--- src/rtl/spi_master_multi_cs.sv ---
// SPI master with runtime CPOL/CPHA and bit order, NUM_CS one-hot chip selects,
// and 1..MAX_WORDS_PER_CS words per chip-select frame behind a valid/ready word port.
module spi_master_multi_cs #(
  parameter int unsigned DATA_WIDTH        = 8,
  parameter int unsigned NUM_CS            = 4,
  parameter int unsigned CLKS_PER_HALF_BIT = 4,
  parameter int unsigned MAX_WORDS_PER_CS  = 2,
  parameter int unsigned CS_INACTIVE_CLKS  = 10,
  parameter logic [1:0]  RESET_MODE        = 2'd3,
  localparam int unsigned CS_W  = (NUM_CS > 1) ? $clog2(NUM_CS) : 1,
  localparam int unsigned CNT_W = $clog2(MAX_WORDS_PER_CS + 1)
) (
  input  logic                  i_Clk,
  input  logic                  i_Rst_L,
  input  logic [CS_W-1:0]       i_CS_Sel,
  input  logic [1:0]            i_SPI_Mode,
  input  logic                  i_LSB_First,
  input  logic [CNT_W-1:0]      i_TX_Count,
  input  logic [DATA_WIDTH-1:0] i_TX_Word,
  input  logic                  i_TX_DV,
  output logic                  o_TX_Ready,
  output logic                  o_RX_DV,
  output logic [DATA_WIDTH-1:0] o_RX_Word,
  output logic [CNT_W-1:0]      o_RX_Count,
  output logic                  o_SPI_Clk,
  input  logic                  i_SPI_MISO,
  output logic                  o_SPI_MOSI,
  output logic [NUM_CS-1:0]     o_SPI_CS_n
);

  localparam int unsigned HB_W    = $clog2(CLKS_PER_HALF_BIT);
  localparam int unsigned EDGE_W  = $clog2(2 * DATA_WIDTH + 1);
  localparam int unsigned K_W     = EDGE_W - 1;
  localparam int unsigned BIT_W   = $clog2(DATA_WIDTH);
  localparam int unsigned INACT_W = (CS_INACTIVE_CLKS > 1) ? $clog2(CS_INACTIVE_CLKS) : 1;

  typedef enum logic [1:0] {IDLE, SHIFT, WAIT_WORD, CS_INACTIVE} state_e;

  state_e                state_q;
  logic [DATA_WIDTH-1:0] tx_q;
  logic [DATA_WIDTH-1:0] rx_sr_q;
  logic                  cpha_q;
  logic                  lsb_q;
  logic [CNT_W-1:0]      count_q;
  logic [HB_W-1:0]       clk_cnt_q;
  logic [EDGE_W-1:0]     edge_cnt_q;
  logic                  dv_done_q;
  logic [INACT_W-1:0]    inact_cnt_q;
  logic [NUM_CS-1:0]     cs_n_q;
  logic                  sclk_q;
  logic                  mosi_q;
  logic                  ready_q;
  logic                  rx_dv_q;
  logic [DATA_WIDTH-1:0] rx_word_q;
  logic [CNT_W-1:0]      rx_count_q;

  logic                  frame_ok_c;
  logic                  first_lsb_c;
  logic                  first_bit_c;
  logic                  leading_c;
  logic                  last_edge_c;
  logic [K_W-1:0]        bit_k_c;
  logic [BIT_W-1:0]      pos_k_c;
  logic [BIT_W-1:0]      pos_next_c;

  // Map the k-th transmitted bit to its index in the word for the chosen order.
  function automatic logic [BIT_W-1:0] bit_pos(input logic [K_W-1:0] k, input logic lsb);
    return lsb ? BIT_W'(k) : (BIT_W'(DATA_WIDTH - 1) - BIT_W'(k));
  endfunction

  always_comb begin
    frame_ok_c  = i_TX_DV && (i_TX_Count != '0) &&
                  (32'(i_TX_Count) <= 32'(MAX_WORDS_PER_CS)) &&
                  (32'(i_CS_Sel) < 32'(NUM_CS));
    first_lsb_c = (state_q == IDLE) ? i_LSB_First : lsb_q;
    first_bit_c = first_lsb_c ? i_TX_Word[0] : i_TX_Word[DATA_WIDTH-1];
    leading_c   = ~edge_cnt_q[0];
    last_edge_c = (edge_cnt_q == EDGE_W'(2 * DATA_WIDTH - 1));
    bit_k_c     = edge_cnt_q[EDGE_W-1:1];
    pos_k_c     = bit_pos(bit_k_c, lsb_q);
    pos_next_c  = bit_pos(bit_k_c + K_W'(1), lsb_q);
  end

  always_ff @(posedge i_Clk) begin
    if (!i_Rst_L) begin
      state_q     <= IDLE;
      tx_q        <= '0;
      rx_sr_q     <= '0;
      cpha_q      <= RESET_MODE[0];
      lsb_q       <= 1'b0;
      count_q     <= '0;
      clk_cnt_q   <= '0;
      edge_cnt_q  <= '0;
      dv_done_q   <= 1'b0;
      inact_cnt_q <= '0;
      cs_n_q      <= '1;
      sclk_q      <= RESET_MODE[1];
      mosi_q      <= 1'b0;
      ready_q     <= 1'b1;
      rx_dv_q     <= 1'b0;
      rx_word_q   <= '0;
      rx_count_q  <= '0;
    end else begin
      rx_dv_q <= 1'b0;
      unique case (state_q)
        IDLE: begin
          if (frame_ok_c) begin
            tx_q       <= i_TX_Word;
            cpha_q     <= i_SPI_Mode[0];
            lsb_q      <= i_LSB_First;
            count_q    <= i_TX_Count;
            cs_n_q     <= ~(NUM_CS'(1) << i_CS_Sel);
            sclk_q     <= i_SPI_Mode[1];
            if (!i_SPI_Mode[0]) mosi_q <= first_bit_c;
            rx_count_q <= '0;
            ready_q    <= 1'b0;
            clk_cnt_q  <= '0;
            edge_cnt_q <= '0;
            dv_done_q  <= 1'b0;
            state_q    <= SHIFT;
          end
        end

        SHIFT: begin
          if (edge_cnt_q == EDGE_W'(2 * DATA_WIDTH)) begin
            // All edges done: pulse the word out, then decide the frame's fate.
            if (!dv_done_q) begin
              rx_dv_q   <= 1'b1;
              rx_word_q <= rx_sr_q;
              dv_done_q <= 1'b1;
            end else begin
              dv_done_q  <= 1'b0;
              rx_count_q <= rx_count_q + CNT_W'(1);
              if ((rx_count_q + CNT_W'(1)) < count_q) begin
                ready_q <= 1'b1;
                state_q <= WAIT_WORD;
              end else begin
                cs_n_q      <= '1;
                mosi_q      <= 1'b0;
                inact_cnt_q <= '0;
                state_q     <= CS_INACTIVE;
              end
            end
          end else if (clk_cnt_q == HB_W'(CLKS_PER_HALF_BIT - 1)) begin
            clk_cnt_q  <= '0;
            sclk_q     <= ~sclk_q;
            edge_cnt_q <= edge_cnt_q + EDGE_W'(1);
            // Sample on leading edges for CPHA=0, trailing for CPHA=1; drive on the others.
            if (leading_c ^ cpha_q) begin
              rx_sr_q[pos_k_c] <= i_SPI_MISO;
            end else if (cpha_q) begin
              mosi_q <= tx_q[pos_k_c];
            end else if (!last_edge_c) begin
              mosi_q <= tx_q[pos_next_c];
            end
          end else begin
            clk_cnt_q <= clk_cnt_q + HB_W'(1);
          end
        end

        WAIT_WORD: begin
          if (i_TX_DV) begin
            tx_q       <= i_TX_Word;
            if (!cpha_q) mosi_q <= first_bit_c;
            ready_q    <= 1'b0;
            clk_cnt_q  <= '0;
            edge_cnt_q <= '0;
            dv_done_q  <= 1'b0;
            state_q    <= SHIFT;
          end
        end

        CS_INACTIVE: begin
          if (inact_cnt_q == INACT_W'(CS_INACTIVE_CLKS - 1)) begin
            ready_q <= 1'b1;
            state_q <= IDLE;
          end else begin
            inact_cnt_q <= inact_cnt_q + INACT_W'(1);
          end
        end

        default: state_q <= IDLE;
      endcase
    end
  end

  assign o_TX_Ready = ready_q;
  assign o_RX_DV    = rx_dv_q;
  assign o_RX_Word  = rx_word_q;
  assign o_RX_Count = rx_count_q;
  assign o_SPI_Clk  = sclk_q;
  assign o_SPI_MOSI = mosi_q;
  assign o_SPI_CS_n = cs_n_q;

endmodule
--- config.mk ---
export PLATFORM = sky130hd
export DESIGN_NAME = spi_master_multi_cs
export DESIGN_NICKNAME = d
export VERILOG_FILES = /design/src/rtl/spi_master_multi_cs.sv
export SDC_FILE = /design/constraint.sdc
export NUM_CORES = 1
export LEC_CHECK = 0
export CAP_MARGIN = 20
export CORE_MARGIN = 10
export CORE_UTILIZATION = 55
export CTS_CLUSTER_SIZE = 25
export DETAILED_ROUTE_END_ITERATION = 16
export PLACE_DENSITY = 0.8
export SLEW_MARGIN = 25
export SYNTH_ARGS = -nofsm -noshare
export SYNTH_HDL_FRONTEND = slang
export SYNTH_SLANG_ARGS = --single-unit
--- constraint.sdc ---
create_clock -name i_Clk -period 2.5 [get_ports i_Clk]
set_input_delay 0.25 -clock i_Clk [delete_from_list [all_inputs] [get_ports i_Clk]]
set_output_delay 0.25 -clock i_Clk [all_outputs]
set_load 0.01 [all_outputs]
==> results_dict.tcl, run 1 <==
set metrics [dict create \
    crit-reg2reg-launch "edge_cnt_q[0]" \
    synthFlopType "dfxtp_1" \
    ys_seq_area_share_pct 36.7 \
    critPathMaxStageDelay_ps 450 \
    hold_path_class "register to register" \
    vias_per_cell 5.63 \
    diodes 0 \
    power.total_mw 1.70 \
    clk_pin_slew_worst_paths_ps 100 \
    synth_top_area_cell "dfxtp_1" \
    syn_to_final_growth_pct 18.0 \
    vias 2443 \
    clk-insertion-delay-late_ps 320 \
    antenna_found_initial 0 \
    cts_tree "built" \
    cp_top_family "simple AND/OR/NAND/NOR gates" \
    min_path_cells 2 \
    path_max_fanout 8 \
    clockBufferDepth 2 \
    max_cap_viol_count 0 \
    fin_tns_setup_ps 0 \
    rows 26 \
    ys_types 55 \
    grt_max_degree 23 \
    core-area_um2 5040 \
    die_w_um 91.8 \
    syn_inst 333 \
    ant_nets 0 \
    gp_congestion 0.866 \
    rsz0062_at_grt "false" \
    cp-start-kind "register" \
    place_hpwl_um 4750 \
    drc_errors 0 \
    cts_hold_buffers 0 \
    die_area_um2 8430 \
    nets 390 \
    grt_pass1_vias 2451 \
    grt_pass1_wl_um 11200 \
    end_kind "register" \
    htree_levels 2 \
    ys_top_cells_by_count "dfxtp_1, nand2_1, nor2_1" \
    crit_required_ps 2720 \
    regArea_um2 1040 \
    maxUsedRoutingLayer "met4" \
    slew_headroom_pct 50.8 \
    cts-root-buf "clkbuf_8" \
    r2r_slack_ps 330 \
    cpMaxStageDelayCell "dfxtp_1" \
    p_per_area_nw_per_um2 508 \
    async_flop_share_pct 0 \
    drt-wirelength-per-cell_um 14.8 \
    skew_ps 10.5 \
    tightest_slew_ps 737 \
    finalWirelength_um 6440 \
    cts_setup_buffers 0 \
    crit_type "register to register" \
    yosysMostFrequentCell "dfxtp_1" \
    pin_count 37 \
    hold_viol 0 \
    path_buf_inv 1 \
    setup_viol 0 \
    start_util_pct 56.3 \
    synth.area.top_cells "dfxtp_1, mux2i_1, nand2_1" \
    irDropWorstVdd_mv 0.342 \
    cts.sinks 52 \
    clock.fmax_ghz 0.461 \
    critPathArrivalTime_ps 2390 \
    fin_crit_sh_pct 86.8 \
    wl_met1_um 2810 \
    maxSlewViolCount 0 \
    synth_edf_count 0 \
    yosys_warnings 0 \
    ys_ff_latch 52 \
    p_leak_nw 1.18 \
    fillers 440 \
    syn_area_per_cell_um2 8.52 \
    layout-drive-gt1-share_pct 7.97 \
    multi_input_area_um2 1660 \
    drt_iter0_drc 127 \
    grt_usage_pct 15.7 \
    whs_endpoint "o_RX_Word[7]" \
    wl_met3_um 273 \
    die_y_um 91.8 \
    min_period_ps 2170 \
    syn-cell-area_um2 2840 \
    cts_resized 0 \
    yosys.area.top_type_share_pct 36.7 \
    reg2reg_depth 7 \
    drt_pre_antenna_iters 4 \
    worstReg2RegEnd "rx_sr_q[1]" \
    cts_buffers 5 \
    outcome "finished, final reports clean" \
    portBuffers 36 \
    cp_cell_sequence "inv_1 -> ha_1 -> nand4bb_1 -> nand4_1 -> nor3_1 -> mux2i_1 -> nor2_1" \
    syn_nets 360 \
    wl_met2_um 3270 \
    grt-ovfl-total 0 \
    min_from "o_RX_Word[7]" \
]
power by group:
part / internal, mW / switching (mW)
combinational: 0.107 / 0.108
clock: 0.302 / 0.303
sequential: 0.852 / 0.0291
total: 1.26 / 0.441
worst max-delay path by stage:
| stage | from | to | slack (ps) | depth (start not counted) |
|---|---|---|---|---|
| 3_5_place_dp | i_TX_Count[0] | o_SPI_CS_n[3] | 390 | 6 |
| 3_3_place_gp | i_TX_Count[0] | o_TX_Ready | 440 | 6 |
| 2_1_floorplan | edge_cnt_q[1] | o_SPI_CS_n[3] | 450 | 10 |
| 5_1_grt | edge_cnt_q[0] | o_SPI_CS_n[3] | 190 | 8 |
| 6_report | edge_cnt_q[0] | rx_sr_q[1] | 330 | 7 |
| 4_1_cts | edge_cnt_q[0] | rx_sr_q[1] | 360 | 7 |
per-layer routing:
metal  GRT usage, %  up-vias
met5              0        -
met4           6.04        0
met3           3.91       10
met2           27.9       34
met1           17.6     1163
li1               -     1236
kinds of logic after synthesis:
family / after synthesis / synth area share (%)
fa+ha+maj: 8 / 3.53
compound gates: 65 / 15.6
simple gates: 140 / 23.6
buf+inv: 29 / 4.94
flops: 52 / 36.7
xor+xnor: 8 / 2.47
mux: 31 / 13.2
cell usage in the layout, fill, tap and decap left out, drive strengths merged, types with 3 or more instances in the layout:
cell and instances:
nand3b 3, a21boi 3, a21oi 26, nor3 11, xor2 6, inv 10
and3 7, ha 8, buf 7, clkbuf 5, nand3 10, dfxtp 52
mux2i 24, o21ai 10, nand2 46, clkdlybuf4s50 36, nor2 39, mux4 5
nor3b 5, nor2b 5, a22oi 3, o22ai 4
metrics by stage:
| step | worst slack, ps | hold WS, ps | cells | area [µm²] | utilization, % |
|---|---|---|---|---|---|
| floorplan | 451 | 340 | 333 | 2840 | - |
| global placement | 440 | 445 | 426 | 3230 | 64.1 |
| detailed placement | 386 | 448 | 426 | 3230 | 64.1 |
| CTS | 355 | 461 | 434 | 3350 | 66.4 |
| global route | 193 | 485 | 434 | 3350 | 66.4 |
| finish | 330 | 462 | 434 | 3350 | 66.4 |
worst min-delay path, stage by stage (launching register included):
cell and delay (ps):
dfxtp_1 320, nand2_1 50, a21oi_1 50
final cells by class:
class | count | share of cell area (%)
clock buffers | 5 | 2.06
clock inverters | 3 | 1.38
inverters | 9 | 1.01
multi-input cells | 252 | 49.5
flip-flops and latches | 52 | 31.1
well taps | 70 | 2.62
repair buffers | 43 | 12.3
registers in the layout (all words and copies together) (netlist names), 2 cells and up:
| name | cells |
|---|---|
| o_RX_Word | 8 |
| rx_sr_q | 8 |
| tx_q | 8 |
| edge_cnt_q | 5 |
| inact_cnt_q | 4 |
| o_SPI_CS_n | 4 |
| clk_cnt_q | 2 |
| count_q | 2 |
| o_RX_Count | 2 |
| state_q | 2 |
(Power assumes the default switching activity.)
==> run 2: changes to the inputs <==
--- a/config.mk
+++ b/config.mk
@@ -7,10 +7,11 @@
 export LEC_CHECK = 0
 export CAP_MARGIN = 20
 export CORE_MARGIN = 10
-export CORE_UTILIZATION = 55
+export CORE_UTILIZATION = 57
+export CTS_BUF_LIST = sky130_fd_sc_hd__clkbuf_2
 export CTS_CLUSTER_SIZE = 25
 export DETAILED_ROUTE_END_ITERATION = 16
-export PLACE_DENSITY = 0.8
+export PLACE_DENSITY = 0.82
 export SLEW_MARGIN = 25
 export SYNTH_ARGS = -nofsm -noshare
 export SYNTH_HDL_FRONTEND = slang
==> results_dict.tcl, run 2 (synthesis results as in run 1) <==
set metrics [dict create \
    clock.fmax_ghz 0.470 \
    cts_tree "built" \
    gp_congestion 0.906 \
    cpMaxStageDelayCell "a221oi_4" \
    htree_levels 2 \
    cp_top_family "compound AO/OA/AOI/OAI gates" \
    skew_ps 25.8 \
    dpl_cell_area_um2 3220 \
    die_y_um 90.5 \
    max_cap_viol_count 0 \
    vias 2485 \
    path_buf_inv 2 \
    cts_hold_buffers 0 \
    cts_buffers 5 \
    hold_viol 0 \
    hold_path_class "input pin to register" \
    tightest_slew_ps 647 \
    crit_required_ps 2890 \
    pin_count 37 \
    drt_iter0_drc 174 \
    min_period_ps 2130 \
    drc_errors 0 \
    nets 389 \
    ant_nets 0 \
    grt_max_degree 23 \
    syn_to_final_growth_pct 15.4 \
    layout-drive-gt1-share_pct 7.71 \
    finalWirelength_um 6430 \
    wl_met3_um 336 \
    path_max_fanout 7 \
    fin_crit_sh_pct 85.2 \
    critPathMaxStageDelay_ps 450 \
    fin_tns_setup_ps 0 \
    regArea_um2 1040 \
    start_util_pct 59.3 \
    fillers 405 \
    clockBufferDepth 2 \
    grt_pass1_wl_um 11000 \
    rsz0062_at_grt "false" \
    critPathArrivalTime_ps 2520 \
    cp-start-kind "register" \
    maxSlewViolCount 0 \
    crit_type "register to register" \
    setup_viol 0 \
    drt_pre_antenna_iters 4 \
    final_cell_mix "dfxtp_1, nand2_1, nor2_1, clkdlybuf4s50_1, a21oi_1" \
    wl_met1_um 2850 \
    wl_met2_um 3160 \
    cts_resized 0 \
    antenna_found_initial 0 \
    clk_pin_slew_worst_paths_ps 290 \
    diodes 0 \
    core-area_um2 4790 \
    drt-wirelength-per-cell_um 14.9 \
    grt-ovfl-total 0 \
    grt_usage_pct 15.5 \
    end_kind "register" \
    final_common_cell "dfxtp_1" \
    slew_headroom_pct 56.7 \
    clk-insertion-delay-late_ps 470 \
    irDropWorstVdd_mv 0.344 \
    outcome "finished, final reports clean" \
    grt_pass1_vias 2327 \
    cts_setup_buffers 0 \
    p_leak_nw 1.15 \
    cts.sinks 52 \
    vias_per_cell 5.78 \
    p_per_area_nw_per_um2 456 \
    place_hpwl_um 4850 \
    portBuffers 36 \
    cp_cell_sequence "inv_1 -> ha_1 -> nor4bb_1 -> buf_4 -> nand2_2 -> a221oi_4 -> mux2i_1 -> nand2_1" \
    design_area_um2 3270 \
    cts-root-buf "clkbuf_2" \
    die_area_um2 8200 \
    maxUsedRoutingLayer "met4" \
    die_w_um 90.5 \
    multi_input_area_um2 1660 \
    rows 25 \
]
run 2: cell types whose count changed in the layout (fill, tap and decap cells not counted):
cell,previous run,this run
inv_6,1,2
buf_4,7,6
clkinvlp_4,1,0
bufinv_16,1,0
inv_8,0,1
clkbuf_8,5,0
clkbuf_2,0,5
run 2: stage by stage:
stage	worst slack, ps	utilization (%)	hold WS (ps)	power (mW)	cells
2_1_floorplan	451	-	340	1.03	333
3_3_place_gp	450	67.3	445	1.11	422
3_5_place_dp	381	67.3	451	1.11	422
4_1_cts	363	68.4	275	1.50	430
5_1_grt	87.0	68.4	234	1.57	430
6_report	371	68.4	284	1.49	430
run 2: worst reg2reg max path, stage by stage, from the launching register on:
cell	delay (ps)
dfxtp_1	440
inv_1	120
ha_1	170
nor4bb_1	290
buf_4	220
nand2_2	100
a221oi_4	450
mux2i_1	230
nand2_1	60
run 2: worst paths after layout:
check	startpoint	to	slack [ps]	cells after the start
worst max register to register	edge_cnt_q[0]	o_SPI_CS_n[3]	370	8
worst min-delay path	i_TX_Word[3]	tx_q[3]	280	3
worst min register to register	rx_sr_q[2]	o_RX_Word[2]	480	2
worst max-delay path	edge_cnt_q[0]	o_SPI_CS_n[3]	370	8
run 2: final cells by class:
class	instances	area share [%]
clock inverters	3	0.879
clock buffers	5	0.765
multi-input cells	252	50.6
well taps	67	2.56
inverters	9	1.03
flip-flops and latches	52	31.8
repair buffers	42	12.4
run 2: report_power, final:
group / leakage [nW] / internal, mW / switching [mW]
sequential: 0.422 / 0.856 / 0.0337
combinational: 0.694 / 0.106 / 0.106
clock: 0.0359 / 0.0855 / 0.304
total: 1.15 / 1.05 / 0.443
run 2: metal layers:
metal,GRT usage (%),vias up
met5,0,-
met3,4.07,10
met4,4.51,0
met1,19.2,1173
met2,25.8,64
li1,-,1238
==> run 3: changes to the inputs <==
--- a/config.mk
+++ b/config.mk
@@ -7,11 +7,12 @@
 export LEC_CHECK = 0
 export CAP_MARGIN = 20
 export CORE_MARGIN = 10
-export CORE_UTILIZATION = 57
+export CORE_UTILIZATION = 65
 export CTS_BUF_LIST = sky130_fd_sc_hd__clkbuf_2
 export CTS_CLUSTER_SIZE = 25
 export DETAILED_ROUTE_END_ITERATION = 16
-export PLACE_DENSITY = 0.82
+export DONT_BUFFER_PORTS = 1
+export PLACE_DENSITY = 0.81
 export SLEW_MARGIN = 25
 export SYNTH_ARGS = -nofsm -noshare
 export SYNTH_HDL_FRONTEND = slang
==> results_dict.tcl, run 3 (synthesis results as in run 1) <==
set metrics [dict create \
    pin_count 37 \
    min_period_ps 2250 \
    clock.fmax_ghz 0.444 \
    clockBufferDepth 2 \
    slew_headroom_pct 48.4 \
    vias 2377 \
    ant_nets 0 \
    outcome "finished, final reports clean" \
    irDropWorstVdd_mv 0.429 \
    cp-start-kind "register" \
    start_util_pct 68.9 \
    drt-wirelength-per-cell_um 16.4 \
    hold_slack_ps 21.5 \
    critPathMaxStageDelay_ps 890 \
    rsz0062_at_grt "false" \
    fillers 325 \
    p_per_area_nw_per_um2 474 \
    rows 23 \
    setup_viol 0 \
    finalWirelength_um 6440 \
    crit_type "register to register" \
    fin_crit_sh_pct 90.1 \
    worstReg2RegEnd "cpha_q" \
    cp_cell_sequence "nor2_1 -> and3_1 -> mux2i_1 -> nand2_1 -> dlygate4sd3_1" \
    diodes 0 \
    place_hpwl_um 4530 \
    fin_tns_setup_ps 0 \
    pre_cts_slack_ps 346 \
    die_area_um2 7410 \
    multi_input_area_um2 1660 \
    regArea_um2 1040 \
    cts.sinks 52 \
    whs_endpoint "o_SPI_CS_n[0]" \
    hold_path_class "input pin to register" \
    syn_to_final_growth_pct 7.41 \
    path_max_fanout 22 \
    cts-root-buf "clkbuf_2" \
    grt_usage_pct 17.9 \
    die_w_um 86.1 \
    reg2reg_depth 5 \
    die_y_um 86.1 \
    portBuffers 0 \
    grt_max_degree 23 \
    cpMaxStageDelayCell "dfxtp_1" \
    setup_slack_ps 248 \
    min_path_cells 2 \
    drc_errors 0 \
    tightest_slew_ps 773 \
    drt_pre_antenna_iters 4 \
    antenna_found_initial 0 \
    cts_tree "built" \
    critPathArrivalTime_ps 2660 \
    gp_congestion 0.875 \
    core-area_um2 4120 \
    final_common_cell "dfxtp_1" \
    r2r_slack_ps 250 \
    grt_pass1_vias 2400 \
    htree_levels 2 \
    max_cap_viol_count 0 \
    skew_ps 20.5 \
    final_cell_mix "dfxtp_1, nand2_1, nor2_1, a21oi_1, mux2i_1" \
    crit-reg2reg-launch "state_q[0]" \
    grt-ovfl-total 0 \
    vias_per_cell 6.05 \
    maxSlewViolCount 0 \
    crit_required_ps 2900 \
    hold_viol 0 \
    clk_pin_slew_worst_paths_ps 290 \
    end_kind "register" \
    layout-drive-gt1-share_pct 7.58 \
    drt_iter0_drc 189 \
    grt_pass1_wl_um 11100 \
    cts_buffers 5 \
    p_leak_nw 1.07 \
    min_from "i_CS_Sel[1]" \
    nets 369 \
    clk-insertion-delay-late_ps 460 \
]
-- run 3: cell count changes in the layout (fill, tap and decap cells not counted) --
cell,delta
clkinv_1,+1
inv_8,-1
clkdlybuf4s50_1,-36
dlygate4sd3_1,+17
buf_4,-1
-- run 3: repair_timing --
item,in CTS,in global routing
gates resized for setup,0,0
hold buffers,17,0
hold endpoints to repair,33,0
setup buffers,0,0
-- run 3: area by class of cell --
type	instances	area share, %
inverters	9	1.11
repair buffers	22	6.82
clock buffers	5	0.821
multi-input cells	252	54.3
flip-flops and latches	52	34.2
well taps	50	2.05
clock inverters	3	0.698
-- run 3: per-stage QoR --
stage                     area (µm²)  cells  total power, mW  utilization (%)
after floorplan                 2840    333             1.03                -
after global placement          2830    368             1.06             68.8
after detailed placement        2830    368             1.06             68.8
after CTS                       3050    393             1.44             74.0
after global routing            3050    393             1.50             74.0
final                           3050    393             1.45             74.0
-- run 3: per-layer routing --
layer | vias up | GRT usage, % | wire length, µm
met5 | - | 0 | 0
met4 | 0 | 5.99 | 112
met3 | 14 | 5.01 | 437
met2 | 67 | 30.2 | 3160
met1 | 1105 | 21.3 | 2730
li1 | 1191 | - | -
-- run 3: power by group --
part           switching [mW]  internal, mW  leakage, nW  total (mW)
Sequential             0.0380         0.856        0.422       0.894
Combinational          0.0955        0.0882        0.619       0.184
Clock                   0.293        0.0744       0.0314       0.367
Total                   0.426          1.02         1.07        1.45
-- run 3: worst max path at each step --
stage | from | endpoint | slack, ps
detailed placement | o_RX_Count[0] | o_SPI_CS_n[3] | 350
floorplan | edge_cnt_q[1] | o_SPI_CS_n[3] | 450
global route | state_q[0] | cpha_q | 130
global placement | o_RX_Count[0] | o_SPI_CS_n[3] | 370
CTS | o_RX_Count[0] | o_SPI_CS_n[3] | 310
finish | state_q[0] | cpha_q | 250
-- run 3: critical path, delay by kind of cell, from the launching register on --
kind	cells	cell delay, ps
DFF	1	890
muxes	1	180
buffers and inverters	1	590
and+or+nand+nor	3	550
